**src/rtl/cla_pkg.sv**
```systemverilog
// Shared types and helpers for the carry-lookahead word sequencer.
package cla_pkg;

    localparam int unsigned CLA_W = 8;

    typedef enum logic {
        IDLE    = 1'b0,
        IN_WORD = 1'b1
    } state_t;

    // One registered output beat.
    typedef struct packed {
        logic [CLA_W-1:0] sum;
        logic             last;
        logic             carry;
        logic             ovf;
        logic             zero;
    } out_beat_t;

    // Two's-complement overflow from the MSBs of the addend pair and the sum.
    function automatic logic signed_ovf(
        input logic a_msb,
        input logic b_msb,
        input logic s_msb
    );
        return (a_msb == b_msb) && (s_msb != a_msb);
    endfunction

endpackage

```
**src/rtl/cla8_core.sv**
```systemverilog
// Combinational 8-bit carry-lookahead adder with carry-in and carry-out.
module cla8_core
    import cla_pkg::*;
(
    input  logic [CLA_W-1:0] i_a,
    input  logic [CLA_W-1:0] i_b,
    input  logic             i_cin,
    output logic [CLA_W-1:0] o_sum,
    output logic             o_cout
);

    logic [CLA_W-1:0] w_g;
    logic [CLA_W-1:0] w_p;
    logic [CLA_W:0]   w_c;
    logic             w_term;
    logic             w_acc;

    assign w_g = i_a & i_b;
    assign w_p = i_a ^ i_b;

    // Each carry is the flat OR of generate terms gated by every propagate above them.
    always_comb begin
        w_c    = '0;
        w_term = 1'b0;
        w_acc  = 1'b0;
        w_c[0] = i_cin;
        for (int i = 0; i < CLA_W; i++) begin
            w_term = i_cin;
            for (int m = 0; m <= i; m++) begin
                w_term = w_term & w_p[m];
            end
            w_acc = w_term;
            for (int k = 0; k <= i; k++) begin
                w_term = w_g[k];
                for (int m = k + 1; m <= i; m++) begin
                    w_term = w_term & w_p[m];
                end
                w_acc = w_acc | w_term;
            end
            w_c[i+1] = w_acc;
        end
    end

    assign o_sum  = w_p ^ w_c[CLA_W-1:0];
    assign o_cout = w_c[CLA_W];

endmodule

```
**src/rtl/cla_word_sequencer.sv**
```systemverilog
// Byte-serial multi-byte add/sub sequencer around an 8-bit CLA, LSB first,
// with carry chained between beats and word-level carry/overflow/zero flags.
module cla_word_sequencer
    import cla_pkg::*;
#(
    parameter int unsigned WORD_BYTES = 4
) (
    input  logic             clk,
    input  logic             rst_n,
    input  logic             clr_err,
    input  logic             in_valid,
    output logic             in_ready,
    input  logic             in_first,
    input  logic             in_last,
    input  logic             in_sub,
    input  logic [CLA_W-1:0] a_byte,
    input  logic [CLA_W-1:0] b_byte,
    output logic             out_valid,
    input  logic             out_ready,
    output logic [CLA_W-1:0] sum_byte,
    output logic             out_last,
    output logic             out_carry,
    output logic             out_ovf,
    output logic             out_zero,
    output logic             err
);

    localparam int unsigned CNT_W = $clog2(WORD_BYTES + 1);

    state_t           r_state;
    state_t           w_state_nxt;
    logic             r_carry;
    logic             r_sub;
    logic             r_zero;
    logic [CNT_W-1:0] r_cnt;
    out_beat_t        r_out;
    logic             r_out_valid;
    logic             r_err;

    logic             w_accept;
    logic             w_first;
    logic             w_sub;
    logic             w_cin;
    logic [CNT_W-1:0] w_cnt_nxt;
    logic             w_cnt_full;
    logic             w_end;
    logic             w_err_set;
    logic [CLA_W-1:0] w_b_eff;
    logic [CLA_W-1:0] w_sum;
    logic             w_cout;
    logic             w_zero_acc;
    logic             w_ovf;

    assign in_ready = !r_out_valid | out_ready;
    assign w_accept = in_valid & in_ready;

    // Next-state, beat framing and carry-in selection.
    always_comb begin
        w_state_nxt = r_state;
        w_first     = 1'b0;
        w_sub       = r_sub;
        w_cin       = r_carry;
        w_cnt_nxt   = r_cnt;
        w_cnt_full  = 1'b0;
        w_end       = 1'b0;
        w_err_set   = 1'b0;

        // A beat in IDLE always opens a word; in_first mid-word restarts it.
        w_first    = (r_state == IDLE) | in_first;
        w_sub      = w_first ? in_sub : r_sub;
        w_cin      = w_first ? in_sub : r_carry;
        w_cnt_nxt  = w_first ? CNT_W'(1) : r_cnt + CNT_W'(1);
        w_cnt_full = (w_cnt_nxt == CNT_W'(WORD_BYTES));
        w_end      = in_last | w_cnt_full;

        w_err_set = w_accept & (((r_state == IDLE) & !in_first) |
                                ((r_state == IN_WORD) & in_first) |
                                (w_cnt_full & !in_last));

        case (r_state)
            IDLE: begin
                if (w_accept && !w_end) begin
                    w_state_nxt = IN_WORD;
                end
            end
            IN_WORD: begin
                if (w_accept && w_end) begin
                    w_state_nxt = IDLE;
                end
            end
            default: w_state_nxt = IDLE;
        endcase
    end

    assign w_b_eff = w_sub ? ~b_byte : b_byte;

    cla8_core u_cla (
        .i_a    (a_byte),
        .i_b    (w_b_eff),
        .i_cin  (w_cin),
        .o_sum  (w_sum),
        .o_cout (w_cout)
    );

    assign w_zero_acc = (w_first | r_zero) & (w_sum == '0);
    assign w_ovf      = signed_ovf(a_byte[CLA_W-1], w_b_eff[CLA_W-1], w_sum[CLA_W-1]);

    // State register.
    always_ff @(posedge clk or negedge rst_n) begin
        if (!rst_n) begin
            r_state <= IDLE;
        end else begin
            r_state <= w_state_nxt;
        end
    end

    // Per-word context: chained carry, latched op, beat count, running zero.
    always_ff @(posedge clk or negedge rst_n) begin
        if (!rst_n) begin
            r_carry <= 1'b0;
            r_sub   <= 1'b0;
            r_zero  <= 1'b1;
            r_cnt   <= '0;
        end else if (w_accept) begin
            r_carry <= w_cout;
            r_sub   <= w_sub;
            if (w_end) begin
                r_cnt  <= '0;
                r_zero <= 1'b1;
            end else begin
                r_cnt  <= w_cnt_nxt;
                r_zero <= w_zero_acc;
            end
        end
    end

    // Single output register; holds while stalled, word flags only on the last beat.
    always_ff @(posedge clk or negedge rst_n) begin
        if (!rst_n) begin
            r_out_valid <= 1'b0;
            r_out       <= '0;
        end else if (w_accept) begin
            r_out_valid <= 1'b1;
            r_out.sum   <= w_sum;
            r_out.last  <= w_end;
            r_out.carry <= w_end & w_cout;
            r_out.ovf   <= w_end & w_ovf;
            r_out.zero  <= w_end & w_zero_acc;
        end else if (out_ready) begin
            r_out_valid <= 1'b0;
        end
    end

    // Sticky framing error; a new violation beats a same-cycle clear.
    always_ff @(posedge clk or negedge rst_n) begin
        if (!rst_n) begin
            r_err <= 1'b0;
        end else if (w_err_set) begin
            r_err <= 1'b1;
        end else if (clr_err) begin
            r_err <= 1'b0;
        end
    end

    assign out_valid = r_out_valid;
    assign sum_byte  = r_out.sum;
    assign out_last  = r_out.last;
    assign out_carry = r_out.carry;
    assign out_ovf   = r_out.ovf;
    assign out_zero  = r_out.zero;
    assign err       = r_err;

endmodule
```
**config.mk**
```make
export PLATFORM = sky130hd
export DESIGN_NAME = cla_word_sequencer
export DESIGN_NICKNAME = d
export VERILOG_FILES = /design/src/rtl/cla_pkg.sv /design/src/rtl/cla8_core.sv /design/src/rtl/cla_word_sequencer.sv
export SDC_FILE = /design/constraint.sdc
export NUM_CORES = 1
export LEC_CHECK = 0
export CORE_MARGIN = 8
export CORE_UTILIZATION = 60
export CTS_CLUSTER_SIZE = 24
export DETAILED_ROUTE_END_ITERATION = 7
export DONT_BUFFER_PORTS = 1
export HOLD_SLACK_MARGIN = 0.05
export MAX_ROUTING_LAYER = met4
export PLACE_DENSITY = 0.74
export SYNTH_ARGS = -nofsm -noshare
export SYNTH_HDL_FRONTEND = slang
export SYNTH_HIERARCHICAL = 1
export SYNTH_SLANG_ARGS = --single-unit
```
**constraint.sdc**
```tcl
create_clock -name clk -period 3.9 [get_ports clk]
set_clock_uncertainty 0.2 [all_clocks]
set_input_delay 1.17 -clock clk [delete_from_list [all_inputs] [get_ports clk]]
set_output_delay 1.17 -clock clk [all_outputs]
set_load 0.05 [all_outputs]
```
* Yosys cells after proc, flatten, opt, wreduce, memory -nomap -nowiden
Cells that the tools add are included.
** Storage, ports and cells
- Bits of input ports :: 24
- Bits in registers :: 21
- Word-level logic and storage cells :: 131
** Cells by class
- Muxes and demuxes :: 13
- $add $sub $neg :: 1
- Equality and inequality tests :: 3
- Bitwise logic cells :: 92
- Reduce and logical (&&, ||, !) cells :: 10
** Operators with widths (number)
- 1-bit bitwise AND :: 45
- 1-bit OR :: 42
- 8-bit XOR :: 2
- 1-bit 2-to-1 mux :: 9
- 8-bit bitwise AND :: 1
- 8-bit zero test :: 1
- 8-bit 2-to-1 mux :: 1
- 8-bit inverter :: 1
- 3-bit 2-to-1 mux :: 2
- 1-bit zero test :: 4
- 2-bit nonzero test :: 2
- 3-bit by 1-bit adder with 3-bit output, second input constant :: 1
- 3-bit equality test, second input constant :: 1
- 1-bit logical AND :: 3
- 1-bit one-hot mux with 2 select lines :: 1
- 1-bit equality test :: 1
- 1-bit != test :: 1
- 1-bit inverter :: 1

* Longest topological paths before layout
Gate-level depths: netlist of the first run.
- Word-level depth :: 23
- Gate-level depth with buffers :: 13
- Mapped depth without buffers :: 13

* Cells and area by module
Netlist of the first run, hierarchy kept.
** By module, submodules not included
- cla_word_sequencer :: instances 1, area each 1024.7 um^2, sequential area each 526.8 um^2, cells an instance 89
- cla8_core :: instances 1, area each 327.8 um^2, sequential area each 0.0 um^2, cells an instance 39

* Worst setup path after synthesis of the first run
Ideal clock, no wire load.
- Kind :: input -> register
- Start point :: input in_first
- End point :: register r_out, in the netlist out_ovf
- Library setup time :: 0.096 ns
- Stages on the path :: 13
- Data arrival time :: 3.939 ns
- Buffers on the path :: 0
- Slack :: -0.335 ns
- Required time :: 3.604 ns
- Cells stage by stage :: inv_1 > ha_1 > mux2i_4 > xnor2_1 > ha_1 > ha_1 > o211ai_2 > a21oi_1 > or4_4 > a32oi_1 > nor2b_1 > mux2i_1 > o31ai_1
** Between the ends
- Word-level cells in the longest chain between the ends :: 22
- Elaborated cells between the ends (all ways) :: 49
- Those cells by class :: 3 x eq/ne; 4 x mux; 41 x bitwise; 1 x reduce/logical
** RTL lines
- from (decl) :: line cla_word_sequencer.sv:13 : input logic in_first,
- 1-bit OR * :: line cla_word_sequencer.sv:69 : w_first = (r_state == IDLE) | in_first;
- 1-bit 2-to-1 mux * :: line cla_word_sequencer.sv:70 : w_sub = w_first ? in_sub : r_sub;
- 8-bit 2-to-1 mux * :: line cla_word_sequencer.sv:95 : assign w_b_eff = w_sub ? ~b_byte : b_byte;
- named net w_b_eff[0] :: line cla_word_sequencer.sv:48 : logic [CLA_W-1:0] w_b_eff;
- 8-bit XOR :: line cla8_core.sv:19 : assign w_p = i_a ^ i_b;
- 1-bit bitwise AND (7 in series) :: line cla8_core.sv:30 : w_term = w_term & w_p[m];
- 1-bit OR * (7 in series) :: line cla8_core.sv:38 : w_acc = w_acc | w_term;
- 8-bit XOR * :: line cla8_core.sv:44 : assign o_sum = w_p ^ w_c[CLA_W-1:0];
- named net w_sum[7] :: line cla_word_sequencer.sv:49 : logic [CLA_W-1:0] w_sum;
- 1-bit != test * :: line cla_pkg.sv:26 : return (a_msb == b_msb) && (s_msb != a_msb);
- 1-bit logical AND * :: line cla_pkg.sv:26
- 1-bit bitwise AND * :: line cla_word_sequencer.sv:147 : r_out.ovf <= w_end & w_ovf;
- to (decl) :: line cla_word_sequencer.sv:36 : out_beat_t r_out;
The timed path passes the listed nets; every way through them passes the cells marked *.
A chain may end at the register's enable or synchronous reset.

* Worst setup path after layout of the first run
- Start point :: input in_first
- End point :: register r_out, in the netlist out_ovf
** Between the ends
- Elaborated cells between the ends (all ways) :: 49
- Those cells by class :: 3 x eq/ne; 4 x mux; 41 x bitwise; 1 x reduce/logical
** RTL lines (line)
- 1-bit OR * :: cla_word_sequencer.sv:69
- 1-bit 2-to-1 mux * :: cla_word_sequencer.sv:70
- 8-bit 2-to-1 mux * :: cla_word_sequencer.sv:95
- named net w_b_eff[5] :: cla_word_sequencer.sv:48
- 8-bit XOR :: cla8_core.sv:19
- 1-bit bitwise AND, on equally long branches (2 in series) :: cla8_core.sv:30, cla8_core.sv:36
- 1-bit OR (5 in series) :: cla8_core.sv:38
- 1-bit OR * (2 in series) :: cla8_core.sv:38
- 8-bit XOR * :: cla8_core.sv:44
- named net w_sum[7] :: cla_word_sequencer.sv:49
- 1-bit != test * :: cla_pkg.sv:26
- 1-bit logical AND * :: cla_pkg.sv:26
- 1-bit bitwise AND * :: cla_word_sequencer.sv:147
Marks and branches as above.

==> impl_metrics.toml, run 1 <==
[run_status]
status = "complete, no violations"

[detailed_routing]
dr.pass1.iters = 4
drtIter0Drc = 58
ant_nets = 0
route.detailed.drc = 0
wl_mm = 3.196
vias_per_cell = 6.047
wl_per_cell_um = 18.58
vias = 1040

[placed_design]
io_buffers = 0
dp_hpwl_mm = 2.466
place_congestion = 0.7883
placed_cell_area_um2 = 1516

[clock_tree]
clk_path_buf_depth = 2
cts_tree = "done"
cts_buffers = 3
cts-hold-fix-buffers = 0
cts_max_level = 1
cts.sinks = 21
root_buffer = "clkbuf_4"
clk_latency_ps = 300
clkTransAtPathRegs_ps = 110

[critical_path]
critPathMaxFanout = 5
endpoint_kind = "register"
cp-start-kind = "input port"
arrival_ps = 3790
cp.required_ps = 3860
startpoint = "in_first"
crit_type = "input port to register"

[timing]
finalMaxSlewViolations = 0
fin_crit_ps = 3827
tns_ps = 0
finalCritPeriodShare = 0.9812
hold_violations = 0
worst_slew_pin_slew_ps = 685.9
fmax_ghz = 0.2613
setup_viol = 0
slew_headroom = 0.5406

[floorplan]
coreArea_um2 = 2170
fp.dieW_um = 63.48
dieArea_um2 = 4030
rows = 17
die_h_um = 63.48
start_util = 0.6234
io_pins = 39

[logic_synthesis]
ys_async_sr_fraction = 1.000
synth_ff_type = "dfrtp_1"
ys_warn_count = 6
synth-edff-count = 0
synth_cells = 128
syn_area_per_cell_um2 = 10.57
syn-num-nets = 165
synth_area_um2 = 1353
yosysSeqAreaShare = 0.3895
synth.distinct_cells = 39
ys_seq_elements = 21

[cells_and_area]
drive_gt1_frac = 0.3264
fin_util = 0.7451
stdcell_area_um2 = 1617
nFillCells = 157
antenna_cells = 0
fin_nets = 182
areaGrowthSynthToFinish_pct = 19.52

[hold_path]
hold_start = "r_cnt[1]"
hold_class = "register to register"

[power]
p_leak_nw = 0.7011
peakVddDrop_mv = 0.3527
p_per_area_nw_per_um2 = 573.0
power_w = 0.0009263

[global_route]
first_global_vias = 1058
grt_max_degree = 22
grt_first_pass_wirelength_mm = 4.933
grt.overflow.total = 0
track_usage = 0.1539
antenna_found_initial = 0

[run]
drv_cap = 0
## worst max-delay path: stages
cell	delay, ps
inv_12	30
ha_4	140
mux2i_4	310
buf_12	160
xnor2_2	60
ha_1	330
and2_4	170
a31o_1	190
or4_4	530
a32oi_4	240
buf_4	150
nor2b_1	40
mux2i_1	160
o31ai_1	90
## logic make-up after synthesis
kind of cell | Yosys count | synth area share
adder cells (fa/ha/maj) | 13 | 0.1258
multiplexers | 12 | 0.1073
AO/OA/AOI/OAI | 26 | 0.1369
flip-flops | 21 | 0.3895
XOR/XNOR | 12 | 0.08326
buffers and inverters | 6 | 0.01757
AND/OR/NAND/NOR | 38 | 0.1397
## power breakdown
part / leakage [nW] / switching, W / total (W) / internal, W
combinational: 0.431 / 0.000153 / 0.000330 / 0.000177
clock: 0.0150 / 0.0000640 / 0.000104 / 0.0000398
sequential: 0.255 / 0.000219 / 0.000492 / 0.000273
total: 0.701 / 0.000436 / 0.000926 / 0.000490
## cells in the mapped netlist, drive strengths merged (3+ instances only)
library cell | count | share of area
o31ai | 4 | 0.022
dfrtp | 20 | 0.37
and2 | 3 | 0.016
inv | 3 | 0.0083
o21ai | 5 | 0.018
ha | 12 | 0.11
xnor2 | 11 | 0.077
a21oi | 4 | 0.018
nor2 | 8 | 0.022
mux2 | 10 | 0.083
nand2 | 13 | 0.036
nand2b | 5 | 0.023
## final timing paths
| kind | depth (start not counted) | endpoint | slack [ps] |
|---|---|---|---|
| setup / recovery | 14 | out_ovf | 70 |
| hold / removal | 2 | r_cnt[1] | 300 |
| setup reg to reg | 13 | out_ovf | 520 |
| hold reg to reg | 2 | r_cnt[1] | 300 |
| max in group asynchronous | 0 | r_zero | 2990 |
| min in group asynchronous | 0 | out_valid | 340 |
## through the flow
step	setup WS (ps)	hold WS [ps]	std cells
floorplan	-123.3	240.2	128
global placement	-121.4	274.1	164
detailed placement	-236.3	273.0	164
CTS	75.60	300.2	168
global route	-40.08	323.5	172
finish	73.47	299.6	172
## cell usage in the layout, fill, tap and decap left out, types with 2 or more instances in the layout
cell      count
a31oi_1       2
xnor2_2       3
a21oi_1       2
nand2_1      13
nand2b_1      5
nand3_1       2
o31ai_1       3
inv_1         2
dfrtp_1      20
nor2_1        8
o21ai_0       5
ha_1         10
xnor2_1       8
o21a_1        2
mux2_2       10
buf_4        14
a21oi_2       2
and2_1        2
clkbuf_4      3
## sequential cells by signal (all words and copies together), names as in the netlist, named ones only
signal,flops
r_cnt,3
sum_byte,8
r_carry,1
out_carry,1
r_zero,1
out_last,1
err,1
out_valid,1
out_ovf,1
out_zero,1
r_sub,1
## routing by layer
layer	global-route usage	vias up	wire length [um]
li1	-	490	-
met1	0.1661	504	1218
met2	0.2662	40	1732
met3	0.03180	6	186
met4	0.06685	0	58
met5	-	-	0
## cell type report
class / count / area (um2) / share of cell area
clock buffers: 4 / 26.28 / 0.01625
inverters: 3 / 23.77 / 0.01471
multi-input cells: 101 / 879.6 / 0.5441
flip-flops and latches: 21 / 526.8 / 0.3259
well taps: 28 / 35.03 / 0.02167
repair buffers: 15 / 125.1 / 0.07740
## repair_timing
| item | 4_1_cts | 5_1_grt |
|---|---|---|
| hold endpoints to repair | 0 | 0 |
| setup buffers | 0 | 4 |
| gates resized for setup | 0 | 7 |
| endpoints found under the setup margin | 0 | 2 |
(Power assumes the default switching activity.)
==> run 2: changes to the inputs <==
Settings changed: ABC_AREA set to 1, CTS_CLUSTER_DIAMETER set to 150.
==> run 2 against run 1 <==
Compared with the run above: cell area decreased by 0.46%; global-route usage increased by 0.62 points; worst hold slack improved by 24 ps; sequential power decreased by 11%; clock-buffer cell count unchanged; die area increased by 11%; synthesized area increased by 15%; highest routed layer unchanged; total power decreased by 12%; sequential share of layout area increased by 0.15 points; fmax increased by 6.0%; sequential cell count unchanged.
==> impl_metrics.toml, run 2 <==
[global_route]
grtUsageMet1 = 0.1822
grt.overflow.total = 0
grt_max_degree = 26
antenna_found_initial = 0
use_met2 = 0.2724
first_global_vias = 1261
grt-busiest-layer = "met2"
track_usage = 0.1600
grt_first_pass_wirelength_mm = 5.485
grtUsageMet3 = 0.02852

[critical_path]
ff2ff_setup_slack_ps = 780
critPathMostFrequentCell = "nor2_1"
cpPeakStageDelay_ps = 350
arrival_ps = 3650
startpoint = "in_first"
crit_buf_inv = 4
critPathMaxFanout = 10
cp-start-kind = "input port"
endpoint_kind = "register"
cp_top_family = "simple AND/OR/NAND/NOR gates"
crit_chain = "inv_1, ha_1, inv_1, nand2_2, nand2_4, buf_4, xor2_1, ha_2, inv_1, nor2_1, nand2_1, nand4_1, nor2_1, nand4_1, nand2_1, nand2_1, nor2_1, nand3_1, nor2_1, nor2_1, nor2_1"
cp_slowest_cell = "ha_2"
crit_type = "input port to register"
reg2reg_to = "r_zero"
crit_path_end = "r_zero"
worst-path-stages = 21
cp.required_ps = 3940
reg2regPathDepth = 20

[clock_tree]
cts_buffers = 3
cts_max_level = 1
clk_latency_ps = 290
clkTransAtPathRegs_ps = 110
cts-hold-fix-buffers = 0
root_buffer = "clkbuf_4"
clk_path_buf_depth = 2
cts_tree = "done"
cts.sinks = 21
cts_resized = 0
postCtsSetupBuffers = 0

[logic_synthesis]
synth_ff_type = "dfrtp_1"
synth_common_cells = "nand2_1 (54), inv_1 (23), dfrtp_1 (20)"
synth_top_area_share = 0.3228
ys_seq_elements = 21
synth-edff-count = 0
synth_cells = 202
synth_area_leader_cell = "dfrtp_1"
syn_area_per_cell_um2 = 7.674
ys_async_sr_fraction = 1.000
synth_area_um2 = 1550
yosysMostFrequentCell = "nand2_1"
yosysSeqAreaShare = 0.3398
synth.distinct_cells = 28
ys_warn_count = 6
synth.area.top_cells = "dfrtp_1 (32%), nand2_1 (13%), ha_1 (9.7%), xor2_1 (7.3%), inv_1 (5.6%)"
syn-num-nets = 239

[run_status]
status = "complete, no violations"

[power]
peakVddDrop_mv = 0.3715
p_per_area_nw_per_um2 = 504.6
p_leak_nw = 0.8617

[detailed_routing]
wl_mm = 3.374
route.detailed.drc = 0
wl_per_cell_um = 14.48
vias = 1280
dr.pass1.iters = 4
vias_per_cell = 5.494
drtIter0Drc = 67
ant_nets = 0

[timing]
setup_viol = 0
holdWs_ps = 324.1
finalMaxSlewViolations = 0
fin_crit_ps = 3611
rsz0062_at_grt = "false"
fmax_ghz = 0.2769
finalCritPeriodShare = 0.9260
slew_headroom = 0.6536
hold_violations = 0
worst_slew_pin_slew_ps = 519.6

[placed_design]
io_buffers = 0
dp_hpwl_mm = 2.835
place_congestion = 0.9358
place_inst = 229

[cells_and_area]
fin_util = 0.6555
most-common-layout-cells = "nand2_1 (53), inv_1 (23), dfrtp_1 (20)"
nFillCells = 236
areaGrowthSynthToFinish_pct = 3.793
drive_gt1_frac = 0.1281
fin_nets = 241
seq_area_um2 = 526.8
multi_input_area_um2 = 905.9
layout_commonest_cell = "nand2_1"
antenna_cells = 0
fin_cells = 233
largest_reg_flops = 8

[floorplan]
die_h_um = 66.83
dieArea_um2 = 4466
io_pins = 39
fp.dieW_um = 66.83
coreArea_um2 = 2455
start_util = 0.6315
rows = 18

[hold_path]
hold_class = "register to register"
min_path_cells = 2

[run]
drv_cap = 0
## run 2: worst reg2reg max path: stages (launching register included)
cell and delay [ps]:
dfrtp_1 420, ha_1 240, inv_1 80, nand2_2 90, nand2_4 130, buf_4 150
xor2_1 160, ha_2 350, inv_1 100, nor2_1 70, nand2_1 60, nand4_1 100
nor2_1 120, nand4_1 120, nand2_1 80, nand2_1 70, nor2_1 130, nand3_1 90
nor2_1 140, nor2_1 60, nor2_1 100
## run 2: cell type report
type                       instances  area share
clock buffer                       4     0.01633
timing repair buffer               2    0.009331
multi-input combinational        150      0.5630
tap                               30     0.02333
inverter                          26     0.06065
sequential                        21      0.3274
## run 2: metal layers
metal | part of all wire | up-vias
met5 | 0 | -
met4 | 0.0080 | 0
met3 | 0.075 | 2
met2 | 0.50 | 39
met1 | 0.41 | 595
li1 | - | 644
## run 2: kinds of logic (layout without fill, tap and decap cells)
logic type | Yosys count | after routing | share of synthesized area
DFF | 21 | 21 | 0.3398
and+or+nand+nor | 106 | 106 | 0.3172
AOI/OAI and AO/OA | 18 | 18 | 0.07587
adders and majority gates | 13 | 13 | 0.1098
buffers and inverters | 31 | 32 | 0.08393
xor gates and xnor gates | 13 | 13 | 0.07345
## run 2: worst min-delay path by stage
| stage | startpoint | end | slack (ps) |
|---|---|---|---|
| final | r_cnt[1] | r_cnt[1] | 320 |
| after detailed placement | r_cnt[1] | r_cnt[1] | 300 |
| after global routing | rst_n | sum_byte[4] | 320 |
| after CTS | r_cnt[1] | r_cnt[1] | 330 |
| after global placement | r_cnt[1] | r_cnt[1] | 280 |
| after floorplan | r_cnt[1] | r_cnt[1] | 260 |
## run 2: power by group
part / internal (W) / switching [W] / total (W)
Combinational: 0.000103 / 0.000170 / 0.000273
Clock: 0.0000398 / 0.0000619 / 0.000102
Sequential: 0.000264 / 0.000174 / 0.000437
Total: 0.000407 / 0.000405 / 0.000812
## run 2: per-stage QoR
stage	total power, W	worst slack (ps)	setup TNS (ps)	area (um2)
3_5_place_dp	0.0007144	-99.83	-194.3	1570
3_3_place_gp	0.0007015	51.18	0	1570
6_report	0.0008119	288.8	0	1609
2_1_floorplan	0.0006556	165.0	0	1550
5_1_grt	0.0008716	4.256	0	1609
4_1_cts	0.0008166	233.9	0	1597
